**config.mk**
```make
export PLATFORM = sky130hd
export DESIGN_NAME = mesh_router_xy
export DESIGN_NICKNAME = d
export VERILOG_FILES = /design/src/rtl/noc_pkg.sv /design/src/rtl/noc_fifo.sv /design/src/rtl/mesh_router_xy.sv
export SDC_FILE = /design/constraint.sdc
export NUM_CORES = 1
export LEC_CHECK = 0
export ABC_AREA = 1
export CAP_MARGIN = 25
export CORE_MARGIN = 1.5
export CORE_UTILIZATION = 40
export CTS_BUF_LIST = sky130_fd_sc_hd__clkbuf_8
export CTS_CLUSTER_DIAMETER = 40
export CTS_CLUSTER_SIZE = 12
export DETAILED_ROUTE_END_ITERATION = 10
export PLACE_DENSITY = 0.54
export SETUP_SLACK_MARGIN = 0.02
export SLEW_MARGIN = 5
export SYNTH_ARGS = -nofsm -noshare
export SYNTH_HDL_FRONTEND = slang
export SYNTH_SLANG_ARGS = --single-unit
```
**constraint.sdc**
```tcl
create_clock -name clock -period 5.7 [get_ports clock]
set_input_delay 1.425 -clock clock [delete_from_list [all_inputs] [get_ports clock]]
set_output_delay 1.425 -clock clock [all_outputs]
set_load 0.03 [all_outputs]
```
**src/rtl/noc_pkg.sv**
```systemverilog
`default_nettype none
// ============================================================================
// Module      : noc_pkg
// Description : Shared port numbering, port count and flit field-offset
//               helpers for the XY mesh router.
// Revision    : 1.0 - initial release
// ============================================================================
package noc_pkg;

    localparam int NUM_PORTS  = 5;
    localparam int PORT_IDX_W = 3;

    typedef logic [PORT_IDX_W-1:0] port_idx_t;

    // Port numbering: Local, North (y+1), East (x+1), South (y-1), West (x-1)
    localparam port_idx_t PORT_LOCAL = 3'd0;
    localparam port_idx_t PORT_NORTH = 3'd1;
    localparam port_idx_t PORT_EAST  = 3'd2;
    localparam port_idx_t PORT_SOUTH = 3'd3;
    localparam port_idx_t PORT_WEST  = 3'd4;

    // Flit layout is {dest_x, dest_y, payload} with dest_x at the MSBs
    function automatic int flit_width(input int x_w, input int y_w, input int payload_w);
        return x_w + y_w + payload_w;
    endfunction

    function automatic int dest_x_lsb(input int y_w, input int payload_w);
        return y_w + payload_w;
    endfunction

    function automatic int dest_y_lsb(input int payload_w);
        return payload_w;
    endfunction

    // Port index following p, wrapping after the last port
    function automatic port_idx_t next_port(input port_idx_t p);
        return (p == port_idx_t'(NUM_PORTS - 1)) ? PORT_LOCAL : p + port_idx_t'(1);
    endfunction

endpackage
`default_nettype wire

```
**src/rtl/noc_fifo.sv**
```systemverilog
`default_nettype none
// ============================================================================
// Module      : noc_fifo
// Description : Per-input flit FIFO. Registered occupancy count, pointers
//               wrap naturally because DEPTH is a power of two (>= 2).
//               Read data is the head entry, valid whenever empty is low.
// Revision    : 1.0 - initial release
// ============================================================================
module noc_fifo #(
    parameter int WIDTH = 8,
    parameter int DEPTH = 4
) (
    input  logic                    clock,
    input  logic                    reset,
    input  logic                    push,
    input  logic [WIDTH-1:0]        wdata,
    input  logic                    pop,
    output logic [WIDTH-1:0]        rdata,
    output logic                    full,
    output logic                    empty,
    output logic [$clog2(DEPTH):0]  count
);

    localparam int AW = $clog2(DEPTH);
    localparam int CW = AW + 1;

    logic [WIDTH-1:0] mem_q [DEPTH];
    logic [AW-1:0]    wr_ptr_q, wr_ptr_d;
    logic [AW-1:0]    rd_ptr_q, rd_ptr_d;
    logic [CW-1:0]    count_q, count_d;
    logic             do_push;
    logic             do_pop;

    // Pushes into a full FIFO and pops from an empty one are ignored
    assign full    = (count_q == CW'(DEPTH));
    assign empty   = (count_q == '0);
    assign count   = count_q;
    assign rdata   = mem_q[rd_ptr_q];
    assign do_push = push & ~full;
    assign do_pop  = pop & ~empty;

    // Next pointer and occupancy values
    always_comb begin
        wr_ptr_d = wr_ptr_q + AW'(do_push);
        rd_ptr_d = rd_ptr_q + AW'(do_pop);
        count_d  = count_q + CW'(do_push) - CW'(do_pop);
    end

    // Pointer and count registers
    always_ff @(posedge clock) begin
        if (reset) begin
            wr_ptr_q <= '0;
            rd_ptr_q <= '0;
            count_q  <= '0;
        end else begin
            wr_ptr_q <= wr_ptr_d;
            rd_ptr_q <= rd_ptr_d;
            count_q  <= count_d;
        end
    end

    // Storage array; contents are don't-care while the slot is unoccupied
    always_ff @(posedge clock) begin
        if (do_push) begin
            mem_q[wr_ptr_q] <= wdata;
        end
    end

endmodule
`default_nettype wire

```
**src/rtl/mesh_router_xy.sv**
```systemverilog
`default_nettype none
// ============================================================================
// Module      : mesh_router_xy
// Description : Five-port 2D-mesh router with dimension-ordered (XY) routing.
//               Each input has a FIFO; each output has one flit register fed
//               by a round-robin arbiter over the input heads. A global
//               block_all_paths input freezes all outputs without losing data.
// Revision    : 1.0 - initial release
// ============================================================================
module mesh_router_xy
    import noc_pkg::*;
#(
    parameter int X_W        = 2,
    parameter int Y_W        = 2,
    parameter int PAYLOAD_W  = 8,
    parameter int FIFO_DEPTH = 4,
    parameter int MY_X       = 0,
    parameter int MY_Y       = 0,
    localparam int FLIT_W    = flit_width(X_W, Y_W, PAYLOAD_W)
) (
    input  logic                          clock,
    input  logic                          reset,
    input  logic                          block_all_paths,
    input  logic [NUM_PORTS-1:0]          in_valid,
    input  logic [NUM_PORTS*FLIT_W-1:0]   in_flit,
    output logic [NUM_PORTS-1:0]          in_ready,
    output logic [NUM_PORTS-1:0]          out_valid,
    output logic [NUM_PORTS*FLIT_W-1:0]   out_flit,
    input  logic [NUM_PORTS-1:0]          out_ready,
    output logic                          busy
);

    localparam int             CNT_W  = $clog2(FIFO_DEPTH) + 1;
    localparam int             DX_LSB = dest_x_lsb(Y_W, PAYLOAD_W);
    localparam int             DY_LSB = dest_y_lsb(PAYLOAD_W);
    localparam logic [X_W-1:0] MY_X_C = X_W'(MY_X);
    localparam logic [Y_W-1:0] MY_Y_C = Y_W'(MY_Y);

    // Input side
    logic [FLIT_W-1:0]    head_flit [NUM_PORTS];
    port_idx_t            head_dir  [NUM_PORTS];
    logic [NUM_PORTS-1:0] head_vld;
    logic [NUM_PORTS-1:0] fifo_full;
    logic [NUM_PORTS-1:0] fifo_push;
    logic [NUM_PORTS-1:0] fifo_pop;
    logic [NUM_PORTS-1:0] fifo_used;

    // Output side; grant[o][i] means output o takes the head of input i
    logic [NUM_PORTS-1:0] grant      [NUM_PORTS];
    logic [NUM_PORTS-1:0] can_load;
    logic [NUM_PORTS-1:0] out_vld_vec;
    logic                 out_vld_q  [NUM_PORTS];
    logic                 out_vld_d  [NUM_PORTS];
    logic [FLIT_W-1:0]    out_flit_q [NUM_PORTS];
    logic [FLIT_W-1:0]    out_flit_d [NUM_PORTS];
    port_idx_t            rr_q       [NUM_PORTS];
    port_idx_t            rr_d       [NUM_PORTS];

    // in_ready comes straight from registered FIFO occupancy, so it never
    // depends combinationally on out_ready
    assign in_ready = ~fifo_full;
    assign busy     = (|fifo_used) | (|out_vld_vec);

    for (genvar gi = 0; gi < NUM_PORTS; gi++) begin : g_in
        logic             fifo_empty;
        logic [CNT_W-1:0] fifo_count;
        logic [X_W-1:0]   dest_x;
        logic [Y_W-1:0]   dest_y;

        assign fifo_push[gi] = in_valid[gi] & ~fifo_full[gi];
        // Every input head requests exactly one output, so at most one of
        // these grant terms can be set in a cycle
        assign fifo_pop[gi]  = grant[0][gi] | grant[1][gi] | grant[2][gi]
                             | grant[3][gi] | grant[4][gi];

        noc_fifo #(
            .WIDTH (FLIT_W),
            .DEPTH (FIFO_DEPTH)
        ) u_fifo (
            .clock (clock),
            .reset (reset),
            .push  (fifo_push[gi]),
            .wdata (in_flit[gi*FLIT_W +: FLIT_W]),
            .pop   (fifo_pop[gi]),
            .rdata (head_flit[gi]),
            .full  (fifo_full[gi]),
            .empty (fifo_empty),
            .count (fifo_count)
        );

        // The head is only ever taken from registered FIFO state, so a flit
        // written this cycle cannot be arbitrated until the next one
        assign head_vld[gi]  = ~fifo_empty;
        assign fifo_used[gi] = (fifo_count != '0);
        assign dest_x        = head_flit[gi][DX_LSB +: X_W];
        assign dest_y        = head_flit[gi][DY_LSB +: Y_W];

        // XY route: resolve the X dimension fully before moving in Y
        always_comb begin
            if (dest_x > MY_X_C) begin
                head_dir[gi] = PORT_EAST;
            end else if (dest_x < MY_X_C) begin
                head_dir[gi] = PORT_WEST;
            end else if (dest_y > MY_Y_C) begin
                head_dir[gi] = PORT_NORTH;
            end else if (dest_y < MY_Y_C) begin
                head_dir[gi] = PORT_SOUTH;
            end else begin
                head_dir[gi] = PORT_LOCAL;
            end
        end
    end

    for (genvar go = 0; go < NUM_PORTS; go++) begin : g_out
        logic [3:0] rr_sum;
        port_idx_t  cand;
        logic       found;

        // Register may take a new flit if empty or draining this very edge;
        // while blocked nothing drains and nothing is granted
        assign can_load[go] = ~block_all_paths & (~out_vld_q[go] | out_ready[go]);

        // Round-robin search starting at rr_q, which points one past the
        // input granted last time
        always_comb begin
            grant[go]      = '0;
            found          = 1'b0;
            rr_sum         = '0;
            cand           = PORT_LOCAL;
            rr_d[go]       = rr_q[go];
            out_flit_d[go] = out_flit_q[go];
            out_vld_d[go]  = out_vld_q[go] & ~(out_valid[go] & out_ready[go]);
            for (int k = 0; k < NUM_PORTS; k++) begin
                rr_sum = {1'b0, rr_q[go]} + 4'(k);
                if (rr_sum >= 4'(NUM_PORTS)) begin
                    rr_sum = rr_sum - 4'(NUM_PORTS);
                end
                cand = rr_sum[PORT_IDX_W-1:0];
                if (!found && can_load[go] && head_vld[cand]
                        && (head_dir[cand] == port_idx_t'(go))) begin
                    found           = 1'b1;
                    grant[go][cand] = 1'b1;
                    out_vld_d[go]   = 1'b1;
                    out_flit_d[go]  = head_flit[cand];
                    rr_d[go]        = next_port(cand);
                end
            end
        end

        // Output flit register and arbitration pointer
        always_ff @(posedge clock) begin
            if (reset) begin
                out_vld_q[go]  <= 1'b0;
                out_flit_q[go] <= '0;
                rr_q[go]       <= PORT_LOCAL;
            end else begin
                out_vld_q[go]  <= out_vld_d[go];
                out_flit_q[go] <= out_flit_d[go];
                rr_q[go]       <= rr_d[go];
            end
        end

        // Held flits stay in the register while blocked and reappear as
        // soon as the block is released
        assign out_valid[go]                 = out_vld_q[go] & ~block_all_paths;
        assign out_flit[go*FLIT_W +: FLIT_W] = out_flit_q[go];
        assign out_vld_vec[go]               = out_vld_q[go];
    end

endmodule
`default_nettype wire

```
==> results_dict.tcl <==
set metrics [dict create \
    cts_sinks 337 \
    cts_buffers 52 \
    synth.largest_area_cell "edfxtp_1" \
    insertion_delay_ns 0.71 \
    worstPathArrival_ns 5.88 \
    cts_tree "yes" \
    finalCritPeriodShare 0.932 \
    drc 0 \
    end_kind "flip-flop" \
    finClkSkew_ns 0.0464 \
    portBuffers 131 \
    worstMarginPinSlew_ns 1.24 \
    cts_setup_buffers 0 \
    clock.fmax_mhz 188 \
    status "finished clean" \
    ctsHoldBuffers 0 \
    path_max_fanout 9 \
    hold_violations 0 \
    grt_use_total 0.393 \
    critPathKind "flip-flop to flip-flop" \
    clockBufferDepth 3 \
    period_needed_ns 5.31 \
    ys_types 68 \
    first_pass_iters 6 \
    vias 26200 \
    slew_headroom 0.174 \
    routed_via_density 6.18 \
    dieArea_sq_um 61000 \
    place.gp.congestion 1.07 \
    grt_pass1_vias 24800 \
    finalSetupViolCount 0 \
    final.setup.tns_ns 0 \
    core_sq_um 58900 \
    syn_inst 3174 \
    yosys-top-cells-area "edfxtp_1 (30%), nand2_1 (13%), dfxtp_1 (8.2%)" \
    grt_pass1_wl_um 172000 \
    yosysSeqAreaShare 0.384 \
    crit_path_start_kind "flip-flop" \
    rows 89 \
    die_h_um 247 \
    stdcell_area_sq_um 28100 \
    cts-root-buf "clkbuf_8" \
    htree_num_levels 2 \
    syn_avg_cell_area_sq_um 7.50 \
    rsz0062_at_grt "false" \
    yosysWarnings 0 \
    synth_ff_type "edfxtp_1" \
    slew_viol_final 0 \
    fill_cells 5893 \
    cts_resized 0 \
    dr.first_iter.drc_count 3244 \
    ant_nets 0 \
    final_cells 4237 \
    drt-total-wl_um 121000 \
    die-width_um 247 \
    antenna_found_initial 4 \
    required_ns 6.26 \
    io_pins 144 \
    nNetsFinal 3563 \
    clkTransAtPathRegs_ns 0.07 \
    yosys_register_bits 337 \
    synth.top_cell.area_share 0.303 \
    hold_class "flip-flop to flip-flop" \
    syn_area_sq_um 23800 \
    maxCapViolCount 0 \
    overflow 0 \
    grt_max_degree 62 \
    drt-wirelength-per-cell_um 28.6 \
    syn_to_final_growth_pct 18.1 \
    start_util 0.404 \
    dp.cells 4138 \
    synth_edf_count 240 \
    place_area_sq_um 26900 \
    drive_above_1_share 0.133 \
    async_flop_share 0 \
    dp_hpwl_um 89100 \
]
[synthesized netlist by cell type (all sizes together) (2+ instances only)]
| cell | instances |
|---|---|
| a211oi | 27 |
| a21boi | 2 |
| a21oi | 161 |
| a221oi | 20 |
| a22oi | 13 |
| a31oi | 26 |
| a32oi | 8 |
| buf | 74 |
| clkbuf | 82 |
| clkinv | 10 |
| dfxtp | 97 |
| edfxtp | 240 |
| fa | 8 |
| ha | 63 |
| inv | 301 |
| nand2 | 879 |
| nand3 | 279 |
| nand3b | 6 |
| nand4 | 36 |
| nor2 | 259 |
| nor3 | 47 |
| nor4 | 2 |
| o2111ai | 25 |
| o211ai | 28 |
| o21ai | 213 |
| o221ai | 38 |
| o22ai | 160 |
| o311ai | 7 |
| o31ai | 5 |
| o41ai | 12 |
| or2 | 3 |
| xnor2 | 20 |
| xor2 | 17 |
[layout by cell type, fill, tap and decap left out, drive strengths merged, types with 3 or more instances in the layout]
cell type | netlist | layout
xnor2 | 20 | 20
clkdlybuf4s50 | 0 | 130
xor2 | 17 | 17
nand2 | 879 | 879
diode | 0 | 3
or2 | 3 | 3
conb | 1 | 12
fa | 8 | 8
o31ai | 5 | 5
edfxtp | 240 | 240
nand3 | 279 | 279
nor2 | 259 | 259
o221ai | 38 | 38
inv | 301 | 320
dfxtp | 97 | 97
a21oi | 161 | 161
nand3b | 6 | 6
o22ai | 160 | 160
a221oi | 20 | 20
clkinv | 10 | 23
nor3 | 47 | 47
o2111ai | 25 | 25
o41ai | 12 | 12
clkbuf | 82 | 56
o311ai | 7 | 7
a22oi | 13 | 13
bufinv | 0 | 6
o21ai | 213 | 213
a211oi | 27 | 27
nand4 | 36 | 36
a31oi | 26 | 26
a32oi | 8 | 8
o211ai | 28 | 28
ha | 63 | 63
buf | 74 | 206
[per-layer routing]
layer,share of wire,track usage,vias up
met5,0.00020,0,-
met4,0.066,0.217,4
met3,0.11,0.115,478
met2,0.42,0.586,1668
met1,0.40,0.509,12500
li1,-,-,11600
[cell families after synthesis]
logic type,Yosys count,share of synthesized area
other cells,1,0.000158
xor+xnor,37,0.0157
buf+inv,467,0.0819
flops,337,0.384
fa+ha+maj,71,0.0398
simple gates,1512,0.281
compound gates,749,0.197
[worst max-delay path: stages (launching register included)]
cell	delay [ns]
dfxtp_1	0.53
inv_1	0.23
ha_1	0.25
ha_1	0.51
inv_1	0.17
a21oi_2	0.35
inv_1	0.14
nor2_2	0.16
nand2_1	0.06
nand3_1	0.10
nor2_2	0.06
nand2_2	0.11
buf_4	0.19
nor2_1	0.07
nand2_1	0.06
o21ai_0	0.07
a21oi_1	0.11
o21ai_0	0.11
a21oi_1	0.41
nand4_1	0.20
buf_4	0.18
ha_1	0.26
inv_1	0.06
ha_1	0.13
inv_1	0.05
fa_1	0.37
o21ai_0	0.20
a21oi_1	0.06
[flip-flops by register name, indices dropped and copies added, names as in the netlist]
signal / flops
rr_q: 9
out_vld_q: 5
g_in.u_fifo.wr_ptr_q: 10
g_in.u_fifo.mem_q: 240
g_in.u_fifo.count: 15
g_in.u_fifo.rd_ptr_q: 10
out_flit_q: 48
[cell type report]
class / instances / area (sq um) / share of cell area
antenna: 3 / 7.51 / 0.000267
clock buffer: 56 / 771 / 0.0274
clock inverter: 40 / 422 / 0.0150
inverter: 311 / 1180 / 0.0420
multi-input combinational: 2381 / 12800 / 0.454
sequential: 337 / 9150 / 0.325
tap: 773 / 967 / 0.0344
timing repair buffer: 336 / 2850 / 0.101
[worst paths after layout]
path | end | from | cells after the start | slack [ns]
worst max-delay path | g_in[0].u_fifo.count[2]$_SDFF_PP0_ | rr_q[2][1]$_SDFFE_PP0P_ | 27 | 0.39
worst min-delay path | out_flit_q[3][7]$_SDFFE_PP0P_ | out_flit_q[3][7]$_SDFFE_PP0P_ | 2 | 0.43
worst max register to register | g_in[0].u_fifo.count[2]$_SDFF_PP0_ | rr_q[2][1]$_SDFFE_PP0P_ | 27 | 0.39
worst min register to register | out_flit_q[3][7]$_SDFFE_PP0P_ | out_flit_q[3][7]$_SDFFE_PP0P_ | 2 | 0.43
[through the flow]
step           setup WS, ns  utilization  hold slack, ns
2_1_floorplan          1.23            -           0.438
3_3_place_gp          0.389        0.457           0.409
3_5_place_dp          0.335        0.457           0.414
4_1_cts               0.480        0.477           0.428
5_1_grt              0.0638        0.477           0.433
6_report              0.387        0.477           0.426
Power is left out: the tool's default activity adds up to more than one toggle a clock period on the data nets, which glitch-free logic cannot reach.
